## config.mk

```make
export PLATFORM = sky130hd
export DESIGN_NAME = i2s_receiver
export DESIGN_NICKNAME = d
export VERILOG_FILES = /design/src/rtl/i2s_pkg.sv /design/src/rtl/i2s_input_sync.sv /design/src/rtl/i2s_receiver.sv
export SDC_FILE = /design/constraint.sdc
export NUM_CORES = 1
export LEC_CHECK = 0
export BUFFER_PORTS_ARGS = -buffer_cell sky130_fd_sc_hd__buf_2
export CAP_MARGIN = 20
export CORE_ASPECT_RATIO = 0.8
export CORE_UTILIZATION = 57
export DETAILED_ROUTE_END_ITERATION = 6
export GPL_TIMING_DRIVEN = 0
export PLACE_DENSITY = 0.84
export SYNTH_ARGS = -nofsm -noshare
export SYNTH_HDL_FRONTEND = slang
export SYNTH_SLANG_ARGS = --single-unit
```

## constraint.sdc

```tcl
create_clock -name mclk -period 1.9 [get_ports mclk]
set_clock_uncertainty 0.15 [all_clocks]
set_input_delay 0.285 -clock mclk [delete_from_list [all_inputs] [get_ports mclk]]
set_output_delay 0.285 -clock mclk [all_outputs]
set_load 0.02 [all_outputs]
```

## src/rtl/i2s_pkg.sv

```systemverilog
// Shared I2S definitions: receiver FSM states and word-select polarity.
package i2s_pkg;

    typedef enum logic [1:0] {SYNC, LEFT, RIGHT} i2s_rx_state_t;

    localparam logic WS_LEFT  = 1'b0;
    localparam logic WS_RIGHT = 1'b1;

endpackage

```

## src/rtl/i2s_input_sync.sv

```systemverilog
// Flip-flop chain that brings one asynchronous I2S line into the mclk domain.
module i2s_input_sync #(
    parameter int SYNC_STAGES = 2
) (
    input  logic i_clk,
    input  logic i_d,
    output logic o_q
);

    logic [SYNC_STAGES-1:0] r_chain;

    always_ff @(posedge i_clk) begin
        r_chain <= {r_chain[SYNC_STAGES-2:0], i_d};
    end

    assign o_q = r_chain[SYNC_STAGES-1];

endmodule

```

## src/rtl/i2s_receiver.sv

```systemverilog
// I2S serial-to-parallel receiver: frames sd_rx by ws and strobes out one
// left/right pair per frame, all in the mclk domain.
module i2s_receiver
    import i2s_pkg::*;
#(
    parameter int WIDTH       = 16,
    parameter int SYNC_STAGES = 2
) (
    input  logic             mclk,
    input  logic             rst,
    input  logic             sclk,
    input  logic             ws,
    input  logic             sd_rx,
    output logic [WIDTH-1:0] rx_data_l,
    output logic [WIDTH-1:0] rx_data_r,
    output logic             rx_valid,
    output logic             rx_locked
);

    localparam int CW = $clog2(WIDTH + 1);

    logic w_sclk_s, w_ws_s, w_sd_s;
    logic r_sclk_d;
    logic w_rise, w_trans, w_has_room;
    logic w_load_left, w_emit;
    logic r_ws_prev;
    logic [CW-1:0]    r_bit_cnt;
    logic [WIDTH-1:0] r_shift, r_left_hold, w_word;
    i2s_rx_state_t    r_state, w_state_next;

    i2s_input_sync #(.SYNC_STAGES(SYNC_STAGES)) u_sync_sclk (.i_clk(mclk), .i_d(sclk),  .o_q(w_sclk_s));
    i2s_input_sync #(.SYNC_STAGES(SYNC_STAGES)) u_sync_ws   (.i_clk(mclk), .i_d(ws),    .o_q(w_ws_s));
    i2s_input_sync #(.SYNC_STAGES(SYNC_STAGES)) u_sync_sd   (.i_clk(mclk), .i_d(sd_rx), .o_q(w_sd_s));

    // Left unreset so a reset taken while sclk is high cannot fake an edge.
    always_ff @(posedge mclk) begin
        r_sclk_d <= w_sclk_s;
    end

    assign w_rise     = w_sclk_s & ~r_sclk_d;
    assign w_trans    = w_ws_s != r_ws_prev;
    assign w_has_room = r_bit_cnt < CW'(WIDTH);

    // Bits land MSB-first at their final position, so short slots stay zero-filled.
    always_comb begin
        w_word = r_shift;
        if (w_has_room)
            w_word = r_shift | (WIDTH'(w_sd_s) << (CW'(WIDTH - 1) - r_bit_cnt));
    end

    always_ff @(posedge mclk) begin
        if (rst) r_state <= SYNC;
        else     r_state <= w_state_next;
    end

    always_comb begin
        w_state_next = r_state;
        w_load_left  = 1'b0;
        w_emit       = 1'b0;
        if (w_rise && w_trans) begin
            case (r_state)
                SYNC:  if (w_ws_s == WS_LEFT) w_state_next = LEFT;
                LEFT:  if (w_ws_s == WS_RIGHT) begin
                           w_state_next = RIGHT;
                           w_load_left  = 1'b1;
                       end
                RIGHT: if (w_ws_s == WS_LEFT) begin
                           w_state_next = LEFT;
                           w_emit       = 1'b1;
                       end
                default: w_state_next = SYNC;
            endcase
        end
    end

    always_ff @(posedge mclk) begin
        if (rst) begin
            r_ws_prev   <= WS_RIGHT;
            r_bit_cnt   <= '0;
            r_shift     <= '0;
            r_left_hold <= '0;
            rx_data_l   <= '0;
            rx_data_r   <= '0;
            rx_valid    <= 1'b0;
            rx_locked   <= 1'b0;
        end else begin
            rx_valid  <= w_emit;
            rx_locked <= w_state_next != SYNC;
            if (w_rise) begin
                r_ws_prev <= w_ws_s;
                if (w_trans) begin
                    r_shift   <= '0;
                    r_bit_cnt <= '0;
                end else if (w_has_room) begin
                    r_shift   <= w_word;
                    r_bit_cnt <= r_bit_cnt + CW'(1);
                end
            end
            if (w_load_left) r_left_hold <= w_word;
            if (w_emit) begin
                rx_data_l <= r_left_hold;
                rx_data_r <= w_word;
            end
        end
    end

endmodule

```

* After elaboration in Yosys (flattened, before gate mapping)
Cells that the tools add are included.
** Word-level totals
- Register bits after elaboration :: 81
- Input port bits :: 5
- Output and inout port bits :: 34
- Logic and storage cells :: 44
** Operators by class
- Add/subtract/negate cells :: 2
- Magnitude comparators :: 1
- Equal/unequal tests :: 3
- Shift-type cells :: 1
- Mux-type cells :: 15
- Bitwise gates (word level) :: 3
- Reductions and logical operators :: 6
** Operators by type and width (number)
- $mux W16 :: 3
- $or A16 B16 Y16 :: 1
- $shl A1 B5 Y16 :: 1
- $mux W5 :: 2
- $mux W1 :: 6
- $mux W2 :: 3
- $add A5 B1 Y5 const B :: 1
- $lt A5 B5 Y1 const B :: 1
- $sub A4 B5 Y5 const A :: 1
- $pmux W2 S2 :: 1
- $reduce_bool A2 Y1 :: 2
- $eq A2 B1 Y1 const B :: 1
- $eq A2 B2 Y1 const B :: 1
- $logic_not A2 Y1 :: 1
- $reduce_and A2 Y1 :: 1
- $reduce_or A2 Y1 :: 1
- $and A1 B1 Y1 :: 1
- $logic_and A1 B1 Y1 :: 1
- $ne A1 B1 Y1 :: 1
- $not A1 Y1 :: 1

* Depth between registers and ports, before layout
- Word-level depth :: 6
- Depth in mapped cells :: 7
- Mapped depth without buffers :: 4

* By module
A second synthesis with hierarchy kept.
** Second synthesis, totals
- Cells, all modules :: 343
- Area total of the unflattened synthesis :: 3261.9 sq um
** Modules (own cells, without submodules)
- i2s_receiver :: instances 1, cells an instance 337, area an instance 3141.8 sq um, seq. area each 1501.4 sq um
- i2s_input_sync :: instances 3, cells an instance 2, area an instance 40.0 sq um, seq. area each 40.0 sq um

* Worst setup path after synthesis
OpenSTA, ideal clock, no wires.
- Kind :: register -> register
- Start :: register r_ws_prev
- End :: register r_left_hold[10]
- Setup time :: 145 ps
- Arrival time :: 1299 ps
- Required time :: 1605 ps
- Setup slack :: 306 ps
- Stages on the path, launching flop included :: 8
- Path buffers :: 4
- Period minus slack after synthesis :: 1594 ps
- Cells stage by stage :: dfxtp_1 -> buf_6 -> nor4bb_2 -> buf_6 -> and2_1 -> buf_6 -> buf_8 -> a211oi_2
** On the way
- Longest elaborated chain between the ends :: 3
** Ends and longest elaborated chain
- start: declaration :: line i2s_receiver.sv:26 : logic r_ws_prev;
- start signal: assignment :: line i2s_receiver.sv:90 : r_ws_prev <= w_ws_s;
- $ne A1 B1 Y1 :: line i2s_receiver.sv:41 : assign w_trans = w_ws_s != r_ws_prev;
- $logic_and A1 B1 Y1 :: line i2s_receiver.sv:60 : if (w_rise && w_trans) begin
- $mux W1 :: line i2s_receiver.sv:60
- end signal: assignment :: line i2s_receiver.sv:99 : if (w_load_left) r_left_hold <= w_word;
- end: declaration :: line i2s_receiver.sv:28 : logic [WIDTH-1:0] r_shift, r_left_hold, w_word;
Every way passes these cells.
A chain may end at the register's enable or synchronous reset.

* Worst setup path in the final report
- Start :: register u_sync_ws.r_chain[1]
- End :: register r_shift[8]
** On the way
- Longest elaborated chain between the ends :: 3
- Elaborated cells between the ends (all ways) :: 4
- Those cells by class :: eq/ne (1); mux (1); reduce/logical (2)
** Ends and longest elaborated chain
- start: declaration :: line i2s_input_sync.sv:10 : logic [SYNC_STAGES-1:0] r_chain;
- start signal: assignment :: line i2s_input_sync.sv:13 : r_chain <= {r_chain[SYNC_STAGES-2:0], i_d};
- $ne A1 B1 Y1 (*) :: line i2s_receiver.sv:41
- $reduce_bool A2 Y1 (no source line)
- $reduce_and A2 Y1 (no source line)
- end signal: assignment :: line i2s_receiver.sv:95 : r_shift <= w_word;
- end: declaration :: line i2s_receiver.sv:28
Mark *: on every way between the ends. The rest lies on a longest branch, timed or not.

==> impl_metrics.yaml <==
logic_synthesis:
  synth_cell_types: 43
  synth_top_area_frac: 0.501
  async_reset_ff_frac: 0
  synth_area_um2: 3240
  syn_avg_cell_area_um2: 9.36
  seq_area_frac_synth: 0.501
  yosysTopAreaCell: "dfxtp_1"
  synthCells: 346
  synth-edff-count: 0
  synth_nets: 352
  synth_area_leaders: "dfxtp_1 50%, a21oi_1 12%, a211oi_1 5.3%, a211oi_2 3.9%, buf_2 3.4%"
  synth_flop_cell: "dfxtp_1"
  synth-seq-cells: 81
  yosys_warnings: 0
finish:
  finish.utilization: 0.684
  nets: 403
  layout-drive-gt1-share: 0.244
  area_growth_pct: 15.4
  antenna_cells: 0
  fin_cells: 480
  final_area_um2: 3740
timing:
  worst-slew-pin-transition_ps: 730
  period_share: 0.957
  setup_ws_ps: 81.1
  fmax_mhz: 550
  maxSlewViolCount: 0
  hold_viol_final: 0
  finalCriticalPeriod_ps: 1820
  holdWs_ps: 182
  finalSetupViolCount: 0
  relSlewSlack: 0.514
worst_setup_path:
  path_max_fanout: 10
  start_kind: "flip-flop"
  critPathKind: "flip-flop to flip-flop"
  worstSetupEndpointType: "flip-flop"
  reg2reg_slack_ps: 80
  crit_required_ps: 1990
  critPathArrivalTime_ps: 1910
placed_design:
  placed_area_um2: 3520
  dp_cells: 461
  dp_hpwl_um: 5270
  port_buffers: 37
  gp_congestion: 0.824
  pre_cts_ws_ps: 46.7
detailed_routing:
  drt_iter0_markers: 268
  antenna_left: 0
  drc_errors: 0
  dr.pass1.iters: 5
  via_per_inst: 5.98
  routedWlPerCell_um: 15.9
  routed_wirelength_um: 7640
  num_vias: 2872
clocking:
  numCtsBuffers: 9
  insertion_delay_ps: 350
  clockRootBuffer: "clkbuf_8"
  cts_tree: "yes"
  htreeDepth: 3
  cts_setup_buffers: 0
  clock_sinks: 81
  clk_pin_slew_worst_paths_ps: 80
  cts_buffer_depth: 2
global_routing:
  grt_use_met2: 0.384
  track_usage: 0.266
  groute.layer.met3.usage: 0.0869
  antenna_found_initial: 0
  gr-total-overflow: 0
  grt_first_pass_wirelength_um: 12300
  grt_pass1_vias: 2490
  grtUsageMet1: 0.378
  grt_max_degree: 14
  top_usage_layer: "met2"
outcome:
  status: "complete, no violations"
job:
  max-cap-violations: 0
die:
  dieHeight_um: 69.4
  die-area_um2: 5990
  placementRows: 24
  io-pin-count: 39
  start_util: 0.593
  fp.dieW_um: 86.3
  core_um2: 5470
power:
  cellPowerDensity_nw_per_um2: 805
  leakagePower_nw: 1.37
  peakVddDrop_mv: 0.503
min_path:
  min_path_type: "flip-flop to flip-flop"
==> through the flow <==
step	total power, mW	TNS [ps]
after floorplan	1.87	0
after global placement	1.91	0
after detailed placement	1.92	0
after CTS	3.01	0
after global routing	3.11	-5.81
final	3.01	0
==> cells in the final DEF (no fill, tap or decap), types with 8 or more instances in the layout <==
cell      synthesis  layout
a211oi_1         23      23
nand3_1          18      18
clkbuf_8          0      10
a21oi_1          77      77
clkbuf_1          9       9
a211oi_2         10      10
o21ai_1          19      19
buf_2            22      59
a31oi_1           8       8
nor2_1           19      19
dfxtp_1          81      81
==> routing by layer <==
layer,vias to the layer above,share of wire
li1,1372,-
met3,13,0.078
met1,1350,0.47
met5,-,0
met2,137,0.44
met4,0,0.014
==> final timing paths <==
| check | startpoint | to | cells after the start |
|---|---|---|---|
| setup / recovery | u_sync_ws.r_chain[1] | r_shift[8] | 5 |
| hold / removal | u_sync_sd.r_chain[0] | u_sync_sd.r_chain[1] | 0 |
| setup reg to reg | u_sync_ws.r_chain[1] | r_shift[8] | 5 |
| hold reg to reg | u_sync_sd.r_chain[0] | u_sync_sd.r_chain[1] | 0 |
==> Yosys cell counts (2+ instances only) <==
cell type  number
dfxtp_1        81
a21oi_1        77
a211oi_1       23
buf_2          22
nor2_1         19
o21ai_1        19
nand3_1        18
a211oi_2       10
clkbuf_1        9
a31oi_1         8
nor2b_1         6
nand2_1         5
nand2b_1        5
buf_6           4
nor4bb_1        4
o21ai_0         4
nand4_1         3
and2_1          2
inv_1           2
nand3b_1        2
==> what timing repair did <==
| item | in CTS | in global routing |
|---|---|---|
| setup endpoints to repair | 0 | 12 |
| hold buffers | 3 | 0 |
| hold endpoints to repair | 3 | 0 |
| gates resized for setup | 0 | 4 |
==> cell families (layout without fill, tap and decap cells) <==
family | Yosys count | in the layout | synth area share
compound gates | 148 | 148 | 0.282
mux | 1 | 1 | 0.00309
fa+ha+maj | 1 | 1 | 0.00386
simple gates | 75 | 75 | 0.140
flops | 81 | 81 | 0.501
xor+xnor | 1 | 1 | 0.00270
buf+inv | 39 | 95 | 0.0676
==> sequential cells by signal (all words and copies together), names as in the netlist <==
signal               count
r_left_hold             16
r_shift                 16
rx_data_l               16
rx_data_r               16
r_bit_cnt                5
r_state                  2
u_sync_sclk.r_chain      2
u_sync_sd.r_chain        2
u_sync_ws.r_chain        2
r_sclk_d                 1
r_ws_prev                1
rx_locked                1
rx_valid                 1
==> where the power goes <==
| part | total [mW] | switching (mW) | leakage [nW] | internal (mW) |
|---|---|---|---|---|
| Clock | 1.12 | 0.612 | 0.0891 | 0.506 |
| Combinational | 0.167 | 0.115 | 0.623 | 0.0514 |
| Sequential | 1.72 | 0.0133 | 0.655 | 1.71 |
==> worst max-delay path, stage by stage (launching register included) <==
cell,delay (ps)
dfxtp_1,300
buf_2,160
xnor2_1,200
o21bai_1,490
buf_2,320
nor2_1,80
==> cell type report <==
cell class,count,area (um2)
sequential,81,1620
inverter,2,7.51
clock inverter,5,31.3
clock buffer,11,141
fill,452,1730
tap,78,97.6
multi-input combinational,226,1410
timing repair buffer,40,215
buffer,37,213
No activity file was read; power rests on OpenSTA's default activity.
